**config.mk**
```make
export PLATFORM = sky130hd
export DESIGN_NAME = spi_ram_burst
export DESIGN_NICKNAME = d
export VERILOG_FILES = /design/src/rtl/spi_ram_pkg.sv /design/src/rtl/spi_ram_mem.sv /design/src/rtl/spi_ram_burst.sv
export SDC_FILE = /design/constraint.sdc
export NUM_CORES = 2
export LEC_CHECK = 0
export BUFFER_PORTS_ARGS = -buffer_cell sky130_fd_sc_hd__buf_2
export CORE_MARGIN = 4
export CORE_UTILIZATION = 60
export CTS_CLUSTER_SIZE = 8
export DETAILED_ROUTE_END_ITERATION = 8
export PLACE_DENSITY = 0.76
export SYNTH_ARGS = -nofsm -noshare
export SYNTH_HDL_FRONTEND = slang
export SYNTH_SLANG_ARGS = --single-unit
```
**constraint.sdc**
```tcl
create_clock -name clk -period 3 [get_ports clk]
set_input_delay 0.9 -clock clk [delete_from_list [all_inputs] [get_ports clk]]
set_output_delay 0.9 -clock clk [all_outputs]
set_load 0.05 [all_outputs]
```
**src/rtl/spi_ram_pkg.sv**
```systemverilog
// Shared opcode encoding and helpers for the command-decoded SPI RAM.
package spi_ram_pkg;

   typedef enum logic [1:0] {
      OP_SET_WR  = 2'b00,
      OP_WR_DATA = 2'b01,
      OP_SET_RD  = 2'b10,
      OP_RD_DATA = 2'b11
   } spi_op_e;

   function automatic int unsigned max_u(input int unsigned a, input int unsigned b);
      return (a > b) ? a : b;
   endfunction

endpackage

```
**src/rtl/spi_ram_mem.sv**
```systemverilog
// DEPTH x DATA_W RAM: one synchronous write port, one registered read port.
// Define SPI_RAM_MEM_INIT_EN to load mem[i] = i on reset assertion.
module spi_ram_mem #(
   parameter int unsigned ADDR_W = 8,
   parameter int unsigned DATA_W = 8
) (
   input  logic              clk,
   input  logic              rst_n,
   input  logic              we,
   input  logic [ADDR_W-1:0] waddr,
   input  logic [DATA_W-1:0] wdata,
   input  logic              re,
   input  logic [ADDR_W-1:0] raddr,
   output logic [DATA_W-1:0] rdata
);

   localparam int unsigned DEPTH = 2 ** ADDR_W;

   logic [DATA_W-1:0] mem_q [DEPTH];
   logic [DATA_W-1:0] rdata_q;

`ifdef SPI_RAM_MEM_INIT_EN
   always_ff @(posedge clk or negedge rst_n) begin
      if (!rst_n) begin
         for (int i = 0; i < int'(DEPTH); i++) begin
            mem_q[i] <= DATA_W'(i);
         end
      end else if (we) begin
         mem_q[waddr] <= wdata;
      end
   end
`else
   // No reset on the array so it can map onto block RAM.
   always_ff @(posedge clk) begin
      if (we) begin
         mem_q[waddr] <= wdata;
      end
   end
`endif

   // Output register holds its value between reads.
   always_ff @(posedge clk or negedge rst_n) begin
      if (!rst_n) begin
         rdata_q <= '0;
      end else if (re) begin
         rdata_q <= mem_q[raddr];
      end
   end

   assign rdata = rdata_q;

endmodule

```
**src/rtl/spi_ram_burst.sv**
```systemverilog
// Command-decoded burst RAM between an SPI slave deserialiser and its transmit serialiser.
// Optional build macro: SPI_RAM_MEM_INIT_EN (memory loads mem[i] = i on reset).
module spi_ram_burst
   import spi_ram_pkg::*;
#(
   parameter int unsigned ADDR_W = 8,
   parameter int unsigned DATA_W = 8,
   localparam int unsigned PAY_W = max_u(ADDR_W, DATA_W)
) (
   input  logic               clk,
   input  logic               rst_n,
   input  logic [PAY_W+1:0]   din,
   input  logic               rx_valid,
   output logic [DATA_W-1:0]  dout,
   output logic               tx_valid,
   output logic               err
);

   spi_op_e           op;
   logic [PAY_W-1:0]  payload;

   logic [ADDR_W-1:0] wr_addr_q, wr_addr_d;
   logic [ADDR_W-1:0] rd_addr_q, rd_addr_d;
   logic              wr_armed_q, wr_armed_d;
   logic              rd_armed_q, rd_armed_d;
   logic              tx_valid_q, err_q, err_d;
   logic              mem_we, mem_re;

   assign op      = spi_op_e'(din[PAY_W+1:PAY_W]);
   assign payload = din[PAY_W-1:0];

   always_comb begin
      wr_addr_d  = wr_addr_q;
      rd_addr_d  = rd_addr_q;
      wr_armed_d = wr_armed_q;
      rd_armed_d = rd_armed_q;
      err_d      = 1'b0;
      mem_we     = 1'b0;
      mem_re     = 1'b0;
      if (rx_valid) begin
         unique case (op)
            OP_SET_WR: begin
               wr_addr_d  = payload[ADDR_W-1:0];
               wr_armed_d = 1'b1;
            end
            OP_WR_DATA: begin
               if (wr_armed_q) begin
                  mem_we    = 1'b1;
                  wr_addr_d = wr_addr_q + ADDR_W'(1);
               end else begin
                  err_d = 1'b1;
               end
            end
            OP_SET_RD: begin
               rd_addr_d  = payload[ADDR_W-1:0];
               rd_armed_d = 1'b1;
            end
            OP_RD_DATA: begin
               if (rd_armed_q) begin
                  mem_re    = 1'b1;
                  rd_addr_d = rd_addr_q + ADDR_W'(1);
               end else begin
                  err_d = 1'b1;
               end
            end
            default: ;
         endcase
      end
   end

   always_ff @(posedge clk or negedge rst_n) begin
      if (!rst_n) begin
         wr_addr_q  <= '0;
         rd_addr_q  <= '0;
         wr_armed_q <= 1'b0;
         rd_armed_q <= 1'b0;
         tx_valid_q <= 1'b0;
         err_q      <= 1'b0;
      end else begin
         wr_addr_q  <= wr_addr_d;
         rd_addr_q  <= rd_addr_d;
         wr_armed_q <= wr_armed_d;
         rd_armed_q <= rd_armed_d;
         tx_valid_q <= mem_re;
         err_q      <= err_d;
      end
   end

   spi_ram_mem #(
      .ADDR_W (ADDR_W),
      .DATA_W (DATA_W)
   ) u_mem (
      .clk   (clk),
      .rst_n (rst_n),
      .we    (mem_we),
      .waddr (wr_addr_q),
      .wdata (payload[DATA_W-1:0]),
      .re    (mem_re),
      .raddr (rd_addr_q),
      .rdata (dout)
   );

   assign tx_valid = tx_valid_q;
   assign err      = err_q;

endmodule
```
Word-level counts from Yosys, hierarchy flattened
Memories as Yosys holds them, arrays and structs flattened. A register that Yosys moved wholly into a read port is not among the register bits.
Index checks and enable logic that the tools add are counted.
W data, S select, Z words.
Word-level totals
  bits in registers: 20
  memories: 1
  input port bits: 13
  RAM bits: 2048
Operators by class
  $add $sub $neg: 2
  equality and inequality tests: 5
  multiplexer cells: 16
  reductions and logical operators: 8
Memory list
  u_mem.mem_q: words 256, width 8, read ports 1, clocked after Yosys merged registers in 1, wr ports 1, line spi_ram_mem.sv:19  | logic [DATA_W-1:0] mem_q [DEPTH];
Operators by type and width (count)
  $pmux W8 S2: 2
  $add A8 B1 Y8 const B: 2
  $mux W8: 2
  $mux W1: 11
  $reduce_and A3 Y1: 2
  $eq A2 B2 Y1 const B: 2
  $ne A2 B2 Y1 const B: 2
  $reduce_and A2 Y1: 2
  $reduce_bool A2 Y1: 2
  $eq A2 B1 Y1 const B: 1
  $logic_not A2 Y1: 1
  $pmux W1 S2: 1
  $logic_not A1 Y1: 1

Logic depth before layout (Yosys ltp)
  depth in word-level cells: 5
  gate-level depth with buffers: 14
  mapped depth without buffers: 7

Cells and area by module
A second synthesis with hierarchy kept.
Unflattened totals
  cell total of the unflattened synthesis: 3945
  area total of the unflattened synthesis: 81142.8 um^2
By module, submodules not included
  spi_ram_mem: instances 1, seq. area each 61699.2 um^2, area an instance 79961.7 um^2, cells each 3816
  spi_ram_burst: instances 1, seq. area each 500.5 um^2, area an instance 1181.1 um^2, cells each 129

Worst setup path after synthesis
No wires, ideal clock.
  path type: input to register
  start: input din[9]
  end: memory u_mem.mem_q[235][0], enable pin
  data required time: 2630 ps
  slack: -53 ps
  stages: 8
  setup time: 370 ps
  arrival: 2683 ps
  buffers on the path: 4
  path through: clkbuf_1 > nor2_1 > and3_1 > clkbuf_1 > clkbuf_1 > nand3_1 > clkbuf_1 > nor2_1
On the way
  longest elaborated chain between the ends: 5
Ends and longest elaborated chain
  start, declared: line spi_ram_burst.sv:12  | input logic [PAY_W+1:0] din,
  $eq A2 B1 Y1: line spi_ram_burst.sv:41  | unique case (op)
  $mux W1: line spi_ram_burst.sv:41
  $mux W1: line spi_ram_burst.sv:40  | if (rx_valid) begin
  $mux W1: line spi_ram_mem.sv:35  | if (we) begin
  $mux W1 (not written as such): line spi_ram_mem.sv:36  | mem_q[waddr] <= wdata;
  end, declared: line spi_ram_mem.sv:19
Every way passes these cells.

==> flow_summary.ini <==
[setup_path]
path_max_fanout = 7
crit_type = register to register
rr_startpoint = rd_addr_q[0]$_DFFE_PN0P_
crit_path_max_incr_delay_ns = 0.50
cpMostUsedCell = buf_4
ff2ff_path_depth = 11
path_buf_inv = 6
crit_slowest_cell = dfrtp_4
cp_data_arrival_time_ns = 3.87
r2r_slack_ns = -0.08
reg2reg_to = u_mem.rdata[3]$_DFFE_PN0P_
critPathLaunchType = register
cpLargestDelayFamily = buffers and inverters
critical_path_depth = 11
cp-end-kind = register
crit_chain = buf_12 -> buf_16 -> buf_4 -> clkbuf_16 -> buf_4 -> buf_4 -> mux4_2 -> a22oi_1 -> a21oi_1 -> or3_1 -> a41o_1
cp.required_ns = 3.79

[status]
status = complete, but fails checks
violations = setup timing

[cells_and_area]
final_core_util_pct = 72.6
area_growth_pct = 20.5
nFillCells = 7073
finalNetCount = 4807
drive_above_1_share_pct = 34.5
final_cell_area_um2 = 98300

[clocking]
htreeDepth = 5
cts_made_buffers = 309
path_clk_slew_ns = 0.05
clock_sinks = 2076
hold_buffers = 0
cts_buffer_depth = 4
cts-root-buf = clkbuf_16
cts_tree = yes
clk_latency_ns = 0.91

[yosys]
yosys_warnings = 0
synthFlopType = edfxtp_1
yosysSeqAreaShare_pct = 76.3
synth-seq-cells = 2076
async_flop_share_pct = 1.35
yosysMostFrequentCell = edfxtp_1
syn-num-nets = 3995
ys_top_cells_by_area = edfxtp_1 (75%), mux4_2 (12%), mux2i_1 (3.1%), nor2_1 (1.4%), dfrtp_1 (0.86%)
syn_avg_cell_area_um2 = 20.5
netlist_top_cells_count = edfxtp_1 (2048), mux4_2 (425), nor2_1 (300), mux2i_1 (256), clkbuf_1 (110)
netlist_instances = 3977
netlist_area_um2 = 81600
yosysTopAreaCellShare_pct = 75.4
synth_edf_count = 2048
yosysTopAreaCell = edfxtp_1
synth_cell_types = 62

[sta]
rsz0062_at_grt = yes
finalSetupViolations = 7
fmax_ghz = 0.325
fin_skew_ns = 0.0528
worst_pin_slew_ns = 0.882
finalHoldViolCount = 0
fin_crit_ns = 3.08
fin_crit_sh_pct = 103
worst_slack_ns = -0.0806
relSlewSlack_pct = 41.0
hold_slack_ns = 0.0624
report.final.slew_viol_count = 0
final.setup.tns_ns = -0.245

[grt]
grt_usage_pct = 32.5
antenna_found_initial = 12
grt_start_max_net_pins = 111
grt_pass1_wl_um = 329000
grt_pass1_vias = 46900
grt_remaining_overflow = 0

[floorplanning]
start_util_pct = 60.3
core-area_um2 = 135000
die-area_um2 = 142000
ios = 23
dieHeight_um = 377
die_w_um = 377
placementRows = 135

[placed_design]
hpwlAfterDp_um = 134000
place_area_um2 = 88200
routabilityCongestion = 0.917
portBuffers = 22

[drt]
drt-wirelength-per-cell_um = 35.1
first_iter_violations = 7880
wl_um = 232000
vias_per_cell = 7.04
ant_nets = 0
drc = 0
num_vias = 46700
drt_first_pass_iters = 8

[power]
ir_drop_uv = 644
p_leak_uw = 0.0326
power.density_nw_per_um2 = 768

[worst_hold_path]
hold_path_class = input port to async pin

[flow_run]
maxCapViolCount = 0
[where the power goes]
group          switching, uW  leakage [uW]  total [uW]  internal [uW]
Sequential               265        0.0187       32300          32000
Clock                  11500       0.00395       29900          18400
Combinational           7580       0.00988       13300           5690
Total                  19300        0.0326       75500          56200
[metrics by stage]
| step | setup slack, ns | power (uW) | instances |
|---|---|---|---|
| 2_1_floorplan | -0.0531 | 39500 | 3977 |
| 3_3_place_gp | -0.760 | 44000 | 6167 |
| 3_5_place_dp | -0.718 | 44200 | 6167 |
| 4_1_cts | -0.0190 | 74600 | 6566 |
| 5_1_grt | -0.114 | 77400 | 6620 |
| 6_report | -0.0806 | 75500 | 6627 |
[flip-flops by register name, indices dropped and copies added (netlist names)]
register and flops:
err 1, rd_addr_q 8, rd_armed_q 1, tx_valid 1, u_mem.mem_q 2048, u_mem.rdata 8, wr_addr_q 8, wr_armed_q 1
[area by class of cell]
type / count / area (um^2) / share of cell area (%)
Tap cell: 1781 / 2230 / 2.27
Timing Repair Buffer: 755 / 7130 / 7.26
Clock inverter: 7 / 65.1 / 0.0662
Sequential cell: 2076 / 62200 / 63.3
Clock buffer: 353 / 8000 / 8.14
Antenna cell: 8 / 20.0 / 0.0204
Inverter: 14 / 55.1 / 0.0560
Multi-Input combinational cell: 1633 / 18600 / 18.9
[cell families after synthesis]
| kind of cell | share of synthesized area (%) |
|---|---|
| compound gates | 3.50 |
| mux | 15.4 |
| flops | 76.3 |
| fa+ha+maj | 0.0767 |
| buf+inv | 2.06 |
| simple gates | 2.67 |
[metal layers]
| metal | GRT usage, % | wire length [um] |
|---|---|---|
| met5 | 0.549 | 154 |
| met4 | 16.6 | 12100 |
| met3 | 9.31 | 30000 |
| met2 | 49.5 | 111000 |
| met1 | 43.4 | 79200 |
[worst max-delay path by stage]
stage	endpoint	slack (ns)	start
final	u_mem.rdata[3]$_DFFE_PN0P_	-0.08	rd_addr_q[0]$_DFFE_PN0P_
after global routing	u_mem.rdata[2]$_DFFE_PN0P_	-0.11	rd_addr_q[0]$_DFFE_PN0P_
after CTS	u_mem.rdata[1]$_DFFE_PN0P_	-0.02	rd_addr_q[0]$_DFFE_PN0P_
after detailed placement	u_mem.rdata[3]$_DFFE_PN0P_	-0.72	rd_addr_q[0]$_DFFE_PN0P_
after global placement	u_mem.rdata[3]$_DFFE_PN0P_	-0.76	rd_addr_q[0]$_DFFE_PN0P_
after floorplan	u_mem.mem_q[235][0]$_DFFE_PP_	-0.05	din[9]
[timing repair]
| item | 4_1_cts | 5_1_grt |
|---|---|---|
| pin swaps | 24 | 27 |
| endpoints found under the setup margin | 8 | 8 |
| setup buffers | 39 | 52 |
| gates cloned | 4 | 4 |
| gates resized for setup | 127 | 102 |
[layout by cell type, fill, tap and decap left out, types with 39 or more instances in the layout]
master | netlist | final
clkbuf_1 | 110 | 39
edfxtp_1 | 2048 | 2048
o21ai_0 | 53 | 39
a21oi_1 | 100 | 82
nand2_1 | 93 | 87
mux2i_1 | 256 | 247
nor2_1 | 300 | 289
a221oi_1 | 64 | 45
a22oi_1 | 60 | 54
buf_4 | 21 | 605
buf_12 | 4 | 86
clkbuf_16 | 0 | 318
mux4_2 | 425 | 427
Note: power is estimated with default switching activity, not from simulation.
